<file path="src/rtl/tdm_pkg.sv">
// Shared types and constants for the 8-lane TDM demultiplexer.
// Frame length depends on DEMUX_PARITY_EN (9 slots with a parity slot, otherwise 8).
package tdm_pkg;

    typedef enum logic {
        HUNT = 1'b0,
        RUN  = 1'b1
    } tdm_state_e;

    localparam int TDM_LANES  = 8;
    localparam int TDM_SLOT_W = 3;

`ifdef DEMUX_PARITY_EN
    // The counter needs one extra bit to reach the parity slot (index 8).
    localparam int                    TDM_CNT_W     = TDM_SLOT_W + 1;
    localparam logic [TDM_CNT_W-1:0]  TDM_LAST_SLOT = 4'd8;
`else
    localparam int                    TDM_CNT_W     = TDM_SLOT_W;
    localparam logic [TDM_CNT_W-1:0]  TDM_LAST_SLOT = 3'd7;
`endif

    // Even-parity bit for a data byte: XOR of the byte and this bit is zero.
    function automatic logic even_parity8(input logic [7:0] data);
        return ^data;
    endfunction

endpackage

</file>
<file path="src/rtl/tdm_slot_ctr.sv">
// Slot counter for the TDM demultiplexer: step with wrap at the last slot, load-to-1 on sync.
// The last slot is 8 when DEMUX_PARITY_EN is defined, 7 otherwise.
module tdm_slot_ctr
    import tdm_pkg::*;
(
    input  logic                 clk,
    input  logic                 rst,
    input  logic                 step,
    input  logic                 load,
    output logic [TDM_CNT_W-1:0] cnt,
    output logic                 frame_end
);

    assign frame_end = (cnt == TDM_LAST_SLOT);

    // Slot counter: load has priority so a sync on the last slot restarts the frame.
    always_ff @(posedge clk) begin
        if (rst) begin
            cnt <= {TDM_CNT_W{1'b0}};
        end else if (load) begin
            cnt <= TDM_CNT_W'(1);
        end else if (step) begin
            cnt <= frame_end ? {TDM_CNT_W{1'b0}} : cnt + TDM_CNT_W'(1);
        end else begin
            cnt <= cnt;
        end
    end

endmodule

</file>
<file path="src/rtl/tdm_demux_8.sv">
// Eight-lane TDM demultiplexer: aligns on sync, reassembles 8-slot frames into dout.
// Optional parity slot and par_err check are enabled by DEMUX_PARITY_EN.
module tdm_demux_8
    import tdm_pkg::*;
(
    input  logic                  clk,
    input  logic                  rst,
    input  logic                  din,
    input  logic                  en,
    input  logic                  sync,
    output logic [TDM_LANES-1:0]  dout,
    output logic                  frame_valid,
    output logic [TDM_SLOT_W-1:0] slot,
    output logic                  locked,
    output logic                  sync_err,
    output logic                  par_err
);

    tdm_state_e           state_r;
    logic [TDM_LANES-1:0] shift_r;
    logic [TDM_CNT_W-1:0] cnt_s;
    logic                 frame_end_s;
    logic                 step_s;
    logic                 load_s;

    assign load_s = en & sync;
    assign step_s = en & ~sync & (state_r == RUN);

    tdm_slot_ctr u_slot_ctr (
        .clk       (clk),
        .rst       (rst),
        .step      (step_s),
        .load      (load_s),
        .cnt       (cnt_s),
        .frame_end (frame_end_s)
    );

    // Slot 8 of a parity frame reads back as 0 through the truncation.
    assign slot = cnt_s[TDM_SLOT_W-1:0];

`ifdef DEMUX_PARITY_EN
    logic par_err_r;
    assign par_err = par_err_r;
`else
    assign par_err = 1'b0;
`endif

    // Alignment FSM, frame assembly and one-cycle status pulses.
    always_ff @(posedge clk) begin
        if (rst) begin
            state_r     <= HUNT;
            shift_r     <= 8'h00;
            dout        <= 8'h00;
            frame_valid <= 1'b0;
            locked      <= 1'b0;
            sync_err    <= 1'b0;
`ifdef DEMUX_PARITY_EN
            par_err_r   <= 1'b0;
`endif
        end else begin
            frame_valid <= 1'b0;
            sync_err    <= 1'b0;
`ifdef DEMUX_PARITY_EN
            par_err_r   <= 1'b0;
`endif
            if (en && sync) begin
                // Any sync away from slot 0 is a misalignment; the partial frame is dropped.
                state_r  <= RUN;
                locked   <= 1'b1;
                shift_r  <= {7'b0000000, din};
                sync_err <= (state_r == RUN) && (cnt_s != {TDM_CNT_W{1'b0}});
            end else if (en && (state_r == RUN)) begin
                if (frame_end_s) begin
`ifdef DEMUX_PARITY_EN
                    if (even_parity8(shift_r) == din) begin
                        dout        <= shift_r;
                        frame_valid <= 1'b1;
                    end else begin
                        par_err_r   <= 1'b1;
                    end
`else
                    dout        <= {din, shift_r[6:0]};
                    frame_valid <= 1'b1;
`endif
                end else begin
                    shift_r[cnt_s[TDM_SLOT_W-1:0]] <= din;
                end
            end else begin
                state_r <= state_r;
            end
        end
    end

endmodule

</file>
<file path="config.mk">
export PLATFORM = sky130hd
export DESIGN_NAME = tdm_demux_8
export DESIGN_NICKNAME = d
export VERILOG_FILES = /design/src/rtl/tdm_pkg.sv /design/src/rtl/tdm_slot_ctr.sv /design/src/rtl/tdm_demux_8.sv
export SDC_FILE = /design/constraint.sdc
export NUM_CORES = 1
export LEC_CHECK = 0
export BUFFER_PORTS_ARGS = -buffer_cell sky130_fd_sc_hd__buf_2
export CORE_AREA = 2 2 45 47
export CTS_CLUSTER_SIZE = 12
export DETAILED_ROUTE_END_ITERATION = 10
export DIE_AREA = 0 0 47 49
export PLACE_DENSITY_LB_ADDON = 0.1
export SETUP_SLACK_MARGIN = 0.2
export SYNTH_ARGS = -nofsm -noshare
export SYNTH_HDL_FRONTEND = slang
export SYNTH_SLANG_ARGS = --single-unit
</file>
<file path="constraint.sdc">
create_clock -name clk -period 4.07 [get_ports clk]
set_input_delay 0.407 -clock clk [delete_from_list [all_inputs] [get_ports clk]]
set_output_delay 0.407 -clock clk [all_outputs]
set_load 0.02 [all_outputs]
</file>
==> flow_metrics.env <==
export IMPL_synth_edf_count=0
export IMPL_p_sw_share_pct=24.9
export IMPL_drv_cap=0
export IMPL_dr_total_vias=760
export IMPL_cts_tree="built"
export IMPL_die_h_um=49
export IMPL_post_cts_setup_buffers=0
export IMPL_antenna_found_initial=0
export IMPL_timing_reg2reg_setup_slack_ns=2.38
export IMPL_place_inst=146
export IMPL_timing_hold_violations_final=0
export IMPL_dpl_hpwl_um=1180
export IMPL_syn_nets=116
export IMPL_ant_nets=0
export IMPL_synth_distinct_cells=28
export IMPL_setup_tns_ns=0
export IMPL_num_io_pins=20
export IMPL_fin_nets=132
export IMPL_rsz0062_at_grt="no"
export IMPL_r2r_start="u_slot_ctr.cnt[1]"
export IMPL_syn_area_um2=941
export IMPL_area_growth_pct=10.9
export IMPL_grt_max_degree=19
export IMPL_synth_async_reset_ratio_pct=0
export IMPL_cts_made_buffers=3
export IMPL_critPathBufInv=0
export IMPL_holdPathEnd="dout[7]"
export IMPL_whs_ns=0.360
export IMPL_fmax_ghz=0.592
export IMPL_nFillCells=183
export IMPL_cts_sinks=21
export IMPL_run_status="complete, no violations"
export IMPL_path_cells="ha_1 -> ha_1 -> nand4b_1 -> nand2_1 -> a21oi_1"
export IMPL_fin_area_um2=1040
export IMPL_hold_path_class="in2reg"
export IMPL_final_cell_count_no_fill=150
export IMPL_cp_start_kind="register"
export IMPL_leakagePower_nw=0.465
export IMPL_hold_buffers=0
export IMPL_first_pass_iters=4
export IMPL_setup_viol=0
export IMPL_grt_pass1_vias=643
export IMPL_core_um2=1840
export IMPL_path_common_cell="ha_1"
export IMPL_first_iter_violations=15
export IMPL_grt_pass1_wl_um=2770
export IMPL_ctsRootBufferMaster="clkbuf_4"
export IMPL_cp_end_kind="register"
export IMPL_peakVddDrop_mv=0.197
export IMPL_synthFlopType="dfxtp_1"
export IMPL_final_seq_area_um2=420
export IMPL_vias_per_cell=5.07
export IMPL_rows=16
export IMPL_cp_slowest_cell="dfxtp_1"
export IMPL_gp_congestion=0.760
export IMPL_io_buffers=18
export IMPL_pwr_share_seq_pct=62.7
export IMPL_grt_overflow_total=0
export IMPL_ys_warn_count=0
export IMPL_period_share_pct=41.5
export IMPL_cp_max_fo=11
export IMPL_critPathRequiredTime_ns=4.27
export IMPL_criticalPathCategory="reg2reg"
export IMPL_clockPowerShare_pct=29.9
export IMPL_whs_path_depth=3
export IMPL_reg2regPathDepth=5
export IMPL_fp_dieW_um=47
export IMPL_postSynthCellCount=108
export IMPL_power_density_nw_per_um2=323
export IMPL_clkTransAtPathRegs_ns=0.12
export IMPL_drv_slew=0
export IMPL_cts_resized=0
export IMPL_path_delay_family="simple AND/OR/NAND/NOR gates"
export IMPL_fp_dieArea_um2=2300
export IMPL_p_int_mw=0.253
export IMPL_p_total_mw=0.337
export IMPL_synth_seq_cells=21
export IMPL_clock_latency_ns=0.31
export IMPL_final_min_clock_period_ns=1.69
export IMPL_initial_utilization_pct=51.1
export IMPL_timing_rr_end="dout[0]"
export IMPL_multi_input_area_um2=464
export IMPL_drive_above_1_share_pct=20.3
export IMPL_combPwrFrac_pct=7.4
export IMPL_netSwitchingPower_mw=0.0841
export IMPL_finClkSkew_ns=0.00612
export IMPL_ys_seq_area_share_pct=44.7
export IMPL_placed_area_um2=1020
export IMPL_drc_errors=0
export IMPL_synth_largest_area_cell="dfxtp_1"
export IMPL_synth_area_leaders="dfxtp_1 (45%), nand2_1 (12%), mux2i_1 (6.4%)"
export IMPL_netlist_area_leader_share_pct=44.7
export IMPL_htreeDepth=1
export IMPL_num_antenna_cells=0
export IMPL_arrival_ns=1.89
export IMPL_wl_um=1740
export IMPL_avgRoutedWirePerCell_um=11.6
export IMPL_avgSynthCellArea_um2=8.71
export IMPL_max_stage_delay_ns=0.53
export IMPL_clk_path_buf_depth=2
export IMPL_min_delay_start="din"
export IMPL_grtUsageTotal_pct=16.1
## worst reg2reg max path, stage by stage (launching register included)
cell	delay, ns
dfxtp_1	0.53
ha_1	0.21
ha_1	0.21
nand4b_1	0.37
nand2_1	0.19
a21oi_1	0.08
## worst max-delay path by stage
| stage | start | to | slack, ns | depth (start not counted) |
|---|---|---|---|---|
| after global placement | u_slot_ctr.cnt[1] | dout[1] | 2.49 | 5 |
| after CTS | u_slot_ctr.cnt[1] | dout[0] | 2.38 | 5 |
| final | u_slot_ctr.cnt[1] | dout[0] | 2.38 | 5 |
| after detailed placement | u_slot_ctr.cnt[1] | dout[0] | 2.39 | 5 |
| after global routing | u_slot_ctr.cnt[1] | dout[7] | 2.19 | 5 |
| after floorplan | u_slot_ctr.cnt[0] | shift_r[6] | 2.53 | 5 |
## kinds of logic after synthesis
logic type / Yosys count / share of synthesized area, %
adder cells (fa/ha/maj): 3 / 3.99
AND/OR/NAND/NOR: 51 / 27.8
AO/OA/AOI/OAI: 17 / 10.8
buffers and inverters: 9 / 5.98
flip-flops: 21 / 44.7
multiplexers: 6 / 6.38
other: 1 / 0.399
## flip-flops by register name (all words and copies together), names as in the netlist
register        cells
dout                8
frame_valid         1
shift_r             7
state_r             1
sync_err            1
u_slot_ctr.cnt      3
## power groups by stage
| stage | clock network, mW | registers (mW) | logic, mW |
|---|---|---|---|
| after floorplan | 0 | 0.216 | 0.0187 |
| after global placement | 0 | 0.216 | 0.0241 |
| after detailed placement | 0 | 0.216 | 0.0244 |
| after CTS | 0.103 | 0.211 | 0.0245 |
| after global routing | 0.112 | 0.212 | 0.0272 |
| final | 0.101 | 0.211 | 0.0249 |
## routing by layer
metal / routed length [µm] / vias up / GRT usage, % / part of all wire [%]
met1: 896 / 346 / 23.7 / 52
li1: - / 395 / - / -
met4: 31 / 0 / 6.94 / 1.8
met3: 63 / 5 / 3.33 / 3.6
met5: 0 / - / 0 / 0
met2: 747 / 14 / 22.4 / 43
## per-stage QoR
stage,setup slack [ns],util [%]
2_1_floorplan,2.53,-
3_3_place_gp,2.49,55.2
3_5_place_dp,2.39,55.2
4_1_cts,2.38,56.7
5_1_grt,2.19,56.7
6_report,2.38,56.7
## synth_stat cells (2+ instances only)
cell	instances
a21oi_1	10
buf_6	2
mux2i_1	6
nor4b_1	2
nor2_1	5
nand3b_1	2
inv_1	2
nand2_1	30
nor2b_1	3
ha_1	3
and4b_1	2
o21ai_0	2
a22oi_1	2
dfxtp_1	21
buf_2	3
## area by class of cell
class	count	area share, %
clock buffer	3	2.16
clock inverter	1	0.480
inverter	2	0.719
multi-input combinational	78	44.5
sequential	21	40.3
tap	27	3.24
timing repair buffer	18	8.63
## cell usage in the layout, fill, tap and decap left out, types with 2 or more instances in the layout
master,n
ha_1,3
dfxtp_1,21
nand3b_1,2
nor2_1,5
and4b_1,2
clkbuf_4,3
inv_1,2
a22oi_1,2
nor2b_1,3
nand2_1,30
a21oi_1,10
o21ai_0,2
mux2i_1,6
nor4b_1,2
buf_2,18
Power figures use the tool's default switching activity.
